===== src/rtl/ps2_pkg.sv =====
// Shared PS/2 definitions: transmitter states, keyboard command bytes, frame layout.
// The frame helper returns the host-driven bits after the start bit, LSB first.
package ps2_pkg;

  typedef enum logic [2:0] {
    IDLE,
    INHIBIT,
    REQ,
    SHIFT,
    ACK,
    WAIT_IDLE,
    DONE,
    ERR
  } ps2_state_t;

  localparam logic [7:0] PS2_CMD_SET_LED = 8'hED;
  localparam logic [7:0] PS2_CMD_RESEND  = 8'hFE;
  localparam logic [7:0] PS2_CMD_RESET   = 8'hFF;

  // start + 8 data + parity + stop
  localparam int PS2_FRAME_LEN = 11;

  // {stop, odd parity, data}; bit 0 goes out first
  function automatic logic [9:0] ps2_frame_bits(input logic [7:0] data);
    return {1'b1, ~^data, data};
  endfunction

endpackage


===== src/rtl/ps2_line_filter.sv =====
// PS/2 line conditioner: 2-flop synchronizer, FILTER_LEN-sample glitch filter, falling-edge pulse.
// Level and edge appear 2 + FILTER_LEN cycles after the pad changes; idle level is high.
module ps2_line_filter #(
  parameter int FILTER_LEN = 8
) (
  input  logic clk,
  input  logic rst_n,
  input  logic raw,
  output logic level,
  output logic fall
);
  localparam int CW = $clog2(FILTER_LEN + 1);
  localparam logic [CW-1:0] CNT_LAST = CW'(FILTER_LEN - 1);

  logic [1:0]    sync;
  logic [CW-1:0] cnt;

  always_ff @(posedge clk or negedge rst_n) begin
    if (!rst_n) begin
      sync  <= 2'b11;
      cnt   <= '0;
      level <= 1'b1;
      fall  <= 1'b0;
    end else begin
      sync <= {sync[0], raw};
      fall <= 1'b0;
      // any sample matching the current level restarts the run of differing samples
      if (sync[1] == level) begin
        cnt <= '0;
      end else if (cnt == CNT_LAST) begin
        cnt   <= '0;
        level <= sync[1];
        fall  <= level;
      end else begin
        cnt <= cnt + 1'b1;
      end
    end
  end

endmodule


===== src/rtl/ps2_host_tx.sv =====
// PS/2 host-to-device transmitter: clock inhibit, request-to-send, 11-bit frame clocked by the device, ACK check.
// Build option PS2_TX_RETRY_EN: the first NACK/timeout of a request restarts it once from INHIBIT.
module ps2_host_tx
  import ps2_pkg::*;
#(
  parameter int INHIBIT_CYCLES = 12000,
  parameter int TIMEOUT_CYCLES = 1500000,
  parameter int FILTER_LEN     = 8
) (
  input  logic       clk,
  input  logic       clr,
  input  logic [7:0] tx_data,
  input  logic       tx_start,
  input  logic       ps2c_in,
  input  logic       ps2d_in,
  output logic       ps2c_oe,
  output logic       ps2d_oe,
  output logic       busy,
  output logic       tx_done,
  output logic       tx_err
);
  localparam int IW = $clog2(INHIBIT_CYCLES + 1);
  localparam int WW = $clog2(TIMEOUT_CYCLES + 1);
  localparam logic [IW-1:0] INH_LAST = IW'(INHIBIT_CYCLES - 1);
  localparam logic [WW-1:0] WD_LAST  = WW'(TIMEOUT_CYCLES - 2);
  localparam logic [3:0]    LAST_BIT = 4'(PS2_FRAME_LEN - 2);

  ps2_state_t    state, state_n;
  logic [7:0]    data_q, data_n;
  logic [3:0]    bit_cnt, bit_n;
  logic [IW-1:0] inh_cnt, inh_n;
  logic [WW-1:0] wdog, wdog_n;
  logic          d_oe, d_oe_n;
  logic          fail, expire;
  logic [9:0]    frame;
  logic          c_lvl, c_fall, d_lvl, d_fall_unused;

  ps2_line_filter #(.FILTER_LEN(FILTER_LEN)) u_filt_c (
    .clk(clk), .rst_n(clr), .raw(ps2c_in), .level(c_lvl), .fall(c_fall)
  );
  ps2_line_filter #(.FILTER_LEN(FILTER_LEN)) u_filt_d (
    .clk(clk), .rst_n(clr), .raw(ps2d_in), .level(d_lvl), .fall(d_fall_unused)
  );

  assign frame  = ps2_frame_bits(data_q);
  assign expire = (wdog == WD_LAST);

`ifdef PS2_TX_RETRY_EN
  logic retried, retry_n;

  always_ff @(posedge clk or negedge clr) begin
    if (!clr) retried <= 1'b0;
    else      retried <= retry_n;
  end
`endif

  always_ff @(posedge clk or negedge clr) begin
    if (!clr) begin
      state   <= IDLE;
      data_q  <= '0;
      bit_cnt <= '0;
      inh_cnt <= '0;
      wdog    <= '0;
      d_oe    <= 1'b0;
    end else begin
      state   <= state_n;
      data_q  <= data_n;
      bit_cnt <= bit_n;
      inh_cnt <= inh_n;
      wdog    <= wdog_n;
      d_oe    <= d_oe_n;
    end
  end

  always_comb begin
    state_n = state;
    data_n  = data_q;
    bit_n   = bit_cnt;
    inh_n   = inh_cnt;
    wdog_n  = wdog;
    d_oe_n  = d_oe;
    fail    = 1'b0;
`ifdef PS2_TX_RETRY_EN
    retry_n = retried;
`endif
    if (state == SHIFT || state == ACK || state == WAIT_IDLE)
      wdog_n = c_fall ? '0 : wdog + 1'b1;

    case (state)
      IDLE: begin
        if (tx_start) begin
          data_n  = tx_data;
          inh_n   = '0;
          state_n = INHIBIT;
`ifdef PS2_TX_RETRY_EN
          retry_n = 1'b0;
`endif
        end
      end
      INHIBIT: begin
        if (inh_cnt == INH_LAST) begin
          d_oe_n  = 1'b1;
          state_n = REQ;
        end else begin
          inh_n = inh_cnt + 1'b1;
        end
      end
      REQ: begin
        bit_n   = '0;
        wdog_n  = '0;
        state_n = SHIFT;
      end
      // a device clock edge always beats a watchdog expiry in the same cycle
      SHIFT: begin
        if (c_fall) begin
          d_oe_n = ~frame[bit_cnt];
          bit_n  = bit_cnt + 1'b1;
          if (bit_cnt == LAST_BIT) state_n = ACK;
        end else begin
          fail = expire;
        end
      end
      ACK: begin
        if (c_fall) begin
          if (d_lvl) fail = 1'b1;
          else       state_n = WAIT_IDLE;
        end else begin
          fail = expire;
        end
      end
      WAIT_IDLE: begin
        if (c_lvl && d_lvl) state_n = DONE;
        else                fail    = expire;
      end
      default: begin
        state_n = IDLE;
`ifdef PS2_TX_RETRY_EN
        retry_n = 1'b0;
`endif
      end
    endcase

    if (fail) begin
      d_oe_n  = 1'b0;
      state_n = ERR;
`ifdef PS2_TX_RETRY_EN
      if (!retried) begin
        retry_n = 1'b1;
        inh_n   = '0;
        state_n = INHIBIT;
      end
`endif
    end
  end

  assign ps2c_oe = (state == INHIBIT);
  assign ps2d_oe = d_oe;
  assign busy    = (state == INHIBIT) || (state == REQ) || (state == SHIFT) ||
                   (state == ACK) || (state == WAIT_IDLE);
  assign tx_done = (state == DONE);
  assign tx_err  = (state == ERR);

endmodule


===== config.mk =====
export PLATFORM = sky130hd
export DESIGN_NAME = ps2_host_tx
export DESIGN_NICKNAME = d
export VERILOG_FILES = /design/src/rtl/ps2_pkg.sv /design/src/rtl/ps2_line_filter.sv /design/src/rtl/ps2_host_tx.sv
export SDC_FILE = /design/constraint.sdc
export NUM_CORES = 1
export LEC_CHECK = 0
export CORE_MARGIN = 8
export CORE_UTILIZATION = 60
export DETAILED_ROUTE_END_ITERATION = 10
export PLACE_DENSITY = 0.76
export RECOVER_POWER = 50
export SLEW_MARGIN = 20
export SYNTH_ARGS = -nofsm -noshare
export SYNTH_HDL_FRONTEND = slang
export SYNTH_SLANG_ARGS = --single-unit

===== constraint.sdc =====
create_clock -name clk -period 2.8 [get_ports clk]
set_clock_uncertainty 0.05 [all_clocks]
set_input_delay 0.56 -clock clk [delete_from_list [all_inputs] [get_ports clk]]
set_output_delay 0.56 -clock clk [all_outputs]
set_load 0.01 [all_outputs]

==> reports/metrics.yaml, run 1 <==
sta:
  max_slew_margin_pct: -15.4
  rsz0062_at_grt: "false"
  slew_violations: 34
  max_freq_mhz: 378
  worstMarginPinSlew_ps: 1730
  final.setup.tns_ps: 0
  finalHoldViolCount: 0
  fin_crit_ps: 2640
  period_share_pct: 94.4
  setup_viol: 0
setup_path:
  cp.required_ps: 2190
  crit_type: "reg -> out"
  ff2ff_path_depth: 5
  crit_path_max_incr_delay_ps: 550
  arrival_ps: 2030
  path_buf_inv: 2
  critical_path_depth: 4
  path_delay_family: "buffers and inverters"
  critPathSlowestCell: "clkdlybuf4s50_1"
  crit_chain: "nor2_1 -> nand2_1 -> inv_1 -> clkdlybuf4s50_1"
  end_kind: "output port"
  cp-start-kind: "flop"
  path_max_fanout: 13
die:
  dieWidth_um: 92.7
  rows: 28
  die_h_um: 92.7
  ios: 18
  fp.dieArea_um2: 8600
  start_util_pct: 60.7
  core_area_um2: 5820
outcome:
  outcome: "finished, violations left"
  failed_checks: "capacitance limit, slew limit"
routing:
  wire_per_inst_um: 15.0
  route.met3.wl_um: 289
  wirelength_met1_mm: 3.29
  wirelength_mm: 7.12
  drtIter0Drc: 154
  drc: 0
  first_pass_iters: 4
  vias: 2755
  wl_met2_mm: 3.44
  highest_layer: "met4"
  vias_per_cell: 5.81
  ant_nets: 0
cts:
  cts_inserted_buffers: 9
  clk_pin_slew_worst_paths_ps: 70
  cts_tree: "done"
  post_cts_buffers: 0
  clk_path_buf_depth: 2
  cts-hold-fix-buffers: 0
  clkLatencyLatePin_ps: 350
  clock-sinks: 66
  cts_root_buffer: "clkbuf_8"
  h-tree-depth: 3
  post_cts_resized: 0
global_route:
  grt_usage_pct: 17.7
  antenna_found_initial: 0
  overflow: 0
  grt_max_degree: 35
  grt_pass1_vias: 2662
  grt_pass1_wl_mm: 12.3
synthesis:
  synthCells: 374
  syn-cell-area_um2: 3530
  synth_edf_count: 0
  syn_area_per_cell_um2: 9.44
  synth.net_count: 394
  yosysWarnings: 0
  ys_types: 56
  ys_seq_elements: 66
  synthFlopType: "dfrtp_1"
  synth.yosys.seq_area_share_pct: 47.0
  async_reset_ff_share_pct: 100
finish:
  areaGrowthSynthToFinish_pct: 11.1
  nets: 414
  drive_gt1_share_pct: 9.02
  diodes: 0
  utilization_pct: 67.5
power_and_ir_drop:
  peakVddDrop_uv: 399
  leakage_nw: 1.68
  powerDensity_nw_per_um2: 517
  post-layout-total-power_mw: 2.03
run:
  max_cap_violations: 1
worst_hold_path:
  holdCritPathClass: "reg -> reg"
  min_path_cells: 0
placed_design:
  hpwlAfterDp_mm: 5.08
  gp_congestion: 0.886
  io_buffers: 17
## state kept, by name, indices dropped and copies added (netlist names)
name,flops
wdog,21
inh_cnt,14
data_q,8
bit_cnt,4
u_filt_c.cnt,4
u_filt_d.cnt,4
state,3
u_filt_c.sync,2
u_filt_d.sync,2
ps2d_oe,1
u_filt_c.fall,1
u_filt_c.level,1
u_filt_d.level,1
## where the power goes
group / leakage, nW / internal, mW / switching, mW
Combinational: 0.782 / 0.0998 / 0.0992
Sequential: 0.810 / 1.04 / 0.0937
Clock: 0.0872 / 0.342 / 0.348
## cells in the mapped netlist (6+ instances only)
cell      instances  area share (%)
nor3_1           13             1.8
nand4_1          10             1.8
xnor2_1          22             5.5
nand2_1          56             6.0
clkbuf_1          8            0.85
ha_1              7             2.5
xor2_1           10             2.5
nand3_1          19             2.7
o21ai_0          18             2.6
dfstp_2           6             4.5
a21oi_1          10             1.4
nor2b_1           7             1.2
dfrtp_1          60              43
nor4_1            7             1.2
nor2_1           41             4.4
## per-stage QoR
| step | instances | setup WS, ps | area, µm² | hold WS [ps] |
|---|---|---|---|---|
| after floorplan | 374 | 774 | 3530 | 214 |
| after global placement | 458 | 568 | 3780 | 296 |
| after detailed placement | 458 | 547 | 3780 | 299 |
| after CTS | 474 | 148 | 3940 | 243 |
| after global routing | 474 | 17.3 | 3930 | 309 |
| final | 474 | 157 | 3930 | 307 |
## path summary, 6_finish.rpt
check	start	endpoint	slack, ps
max	state[2]	ps2c_oe	160
min	u_filt_d.sync[0]	u_filt_d.sync[1]	310
max reg2reg	state[2]	inh_cnt[10]	550
min reg2reg	u_filt_d.sync[0]	u_filt_d.sync[1]	310
max in group asynchronous	clr	wdog[7]	480
min in group asynchronous	clr	bit_cnt[3]	610
## layer usage
| layer | global-route usage (%) | vias to the layer above |
|---|---|---|
| met2 | 28.8 | 45 |
| li1 | - | 1363 |
| met5 | 0 | - |
| met4 | 8.99 | 0 |
| met1 | 22.0 | 1336 |
| met3 | 3.24 | 11 |
## final cells by class
class / count / area, µm²
clock inverters: 3 / 15.0
fillers: 480 / 1890
well taps: 75 / 93.8
clock buffers: 13 / 149
inverters: 6 / 22.5
flip-flops and latches: 66 / 1660
repair buffers: 22 / 199
multi-input cells: 289 / 1790
## placed cells by master (no fill, tap or decap), drive strengths merged, types with 3 or more instances in the layout
master,count
nor4,10
inv,5
nand2,56
clkdlybuf4s50,14
nor2b,7
a31oi,5
or4b,3
dfstp,6
or3,3
and3,4
xor2,10
nand4,10
dfrtp,60
a21oi,10
nand3b,4
o31ai,4
clkinv,4
o21ai,20
nor4bb,3
xnor2,22
clkbuf,15
nor3,14
buf,4
ha,7
nor2,42
nand3,19
nor3b,3
## kinds of logic (layout without fill, tap and decap cells)
family,count (synthesis),in the layout,share of synthesized area (%)
compound gates,54,54,9.57
xor+xnor,32,32,7.93
fa+ha+maj,7,7,2.48
buf+inv,19,44,2.44
flops,66,66,47.0
mux,6,6,2.48
simple gates,190,190,28.1
(Power assumes the default switching activity.)
==> inputs of run 2 (changes only) <==
CAP_MARGIN = 20   (was not set)
==> results of run 2 <==
Final layout, timing and power as in run 1 (identical DEF).
==> inputs of run 3 (changes only) <==
CTS_BUF_LIST = sky130_fd_sc_hd__clkbuf_16   (was not set)
==> reports/metrics.yaml, run 3 (synthesis gave the netlist of run 1 again) <==
global_route:
  overflow: 0
  antenna_found_initial: 0
  grt_max_degree: 35
  grt_pass1_vias: 2666
  grt_pass1_wl_mm: 12.4
  grt_usage_pct: 17.8
sta:
  finalHoldViolCount: 0
  final.setup.tns_ps: 0
  max_slew_margin_pct: -14.3
  max_freq_mhz: 381
  whs_ps: 305
  period_share_pct: 93.8
  worstMarginPinSlew_ps: 1710
  setup_viol: 0
  slew_violations: 34
  rsz0062_at_grt: "false"
  fin_crit_ps: 2630
cts:
  clkLatencyLatePin_ps: 330
  h-tree-depth: 3
  clk_path_buf_depth: 2
  post_cts_resized: 0
  cts_tree: "done"
  cts_root_buffer: "clkbuf_16"
  clk_pin_slew_worst_paths_ps: 50
  cts_inserted_buffers: 9
  clock-sinks: 66
  cts-hold-fix-buffers: 0
  post_cts_buffers: 0
finish:
  nets: 414
  nFillCells: 460
  multi_input_area_um2: 1790
  areaGrowthSynthToFinish_pct: 13.7
  largest_register: "wdog"
  final_cells: 474
  seq_area_um2: 1660
  drive_gt1_share_pct: 8.77
  diodes: 0
  largest_reg_flops: 21
  final_common_cell: "dfrtp_1"
  layout_common_cells: "60 x dfrtp_1, 56 x nand2_1, 41 x nor2_1"
  reg_top3: "wdog (21), inh_cnt (14), data_q (8)"
die:
  rows: 28
  start_util_pct: 60.7
  dieWidth_um: 92.7
  core_area_um2: 5820
  fp.dieArea_um2: 8600
  die_h_um: 92.7
  ios: 18
power_and_ir_drop:
  powerDensity_nw_per_um2: 575
  post-layout-total-power_mw: 2.31
  peakVddDrop_uv: 510
  leakage_nw: 1.73
setup_path:
  crit_chain: "nor2_1 -> nand2_1 -> inv_1 -> clkdlybuf4s50_1"
  cp-start-kind: "flop"
  crit_type: "reg -> out"
  crit_path_max_incr_delay_ps: 550
  end_kind: "output port"
  arrival_ps: 2020
  r2r-end: "inh_cnt[10]"
  ff2ff_path_depth: 5
  timing.rr.start: "state[2]"
  path_buf_inv: 2
  reg2reg_slack_ps: 550
  critPathSlowestCell: "clkdlybuf4s50_1"
  path_delay_family: "buffers and inverters"
  path_max_fanout: 13
  cp.required_ps: 2190
routing:
  drc: 0
  first_pass_iters: 4
  vias: 2765
  vias_per_cell: 5.83
  wirelength_mm: 7.14
  wire_per_inst_um: 15.1
  ant_nets: 0
  drtIter0Drc: 165
outcome:
  failed_checks: "capacitance limit, slew limit"
  outcome: "finished, violations left"
placed_design:
  hpwlAfterDp_mm: 5.08
  numPlacedInstances: 458
  gp_congestion: 0.886
  io_buffers: 17
worst_hold_path:
  holdCritPathClass: "reg -> reg"
  min-delay-start: "u_filt_d.sync[0]"
  min_path_cells: 0
  min_to: "u_filt_d.sync[1]"
run:
  max_cap_violations: 1
run 3: cell types whose count changed in the layout (fill, tap and decap cells not counted), sizes merged:
| cell | previous run | this run |
|---|---|---|
| clkbuf | 15 | 11 |
| inv | 5 | 8 |
| clkinv | 4 | 5 |
run 3: worst max path at each step:
stage | from | end | slack (ps) | cells past startpoint
after global placement | state[1] | ps2c_oe | 570 | 4
after CTS | state[2] | ps2c_oe | 170 | 4
final | state[2] | ps2c_oe | 170 | 4
after floorplan | inh_cnt[8] | ps2d_oe | 770 | 6
after detailed placement | state[1] | ps2c_oe | 550 | 4
after global routing | clr | u_filt_d.cnt[1] | 20 | 2
run 3: through the flow:
step | util [%] | setup slack (ps) | cell area (µm²)
after floorplan | - | 774 | 3530
after detailed placement | 65.0 | 547 | 3780
after global placement | 65.0 | 568 | 3780
after global routing | 69.1 | 17.3 | 4020
after CTS | 69.3 | 172 | 4030
final | 69.1 | 172 | 4020
run 3: metal layers:
metal	share of wire, %	vias up	wire length [µm]	global-route usage (%)
met2	48	50	3430	29.0
met1	46	1334	3320	21.9
li1	-	1368	-	-
met5	0	-	0	0
met3	3.6	13	260	3.48
met4	1.8	0	132	9.40
run 3: power by group:
part / internal (mW) / total [mW] / switching [mW]
clock network: 0.580 / 0.967 / 0.387
logic: 0.0998 / 0.199 / 0.0993
registers: 1.05 / 1.14 / 0.0949
total: 1.73 / 2.31 / 0.581
run 3: cell type report:
cell class,instances,area share [%]
Tap cell,75,2.34
Timing Repair Buffer,22,4.95
Sequential cell,66,41.3
Clock buffer,9,5.61
Multi-Input combinational cell,289,44.5
Clock inverter,7,0.748
Inverter,6,0.561
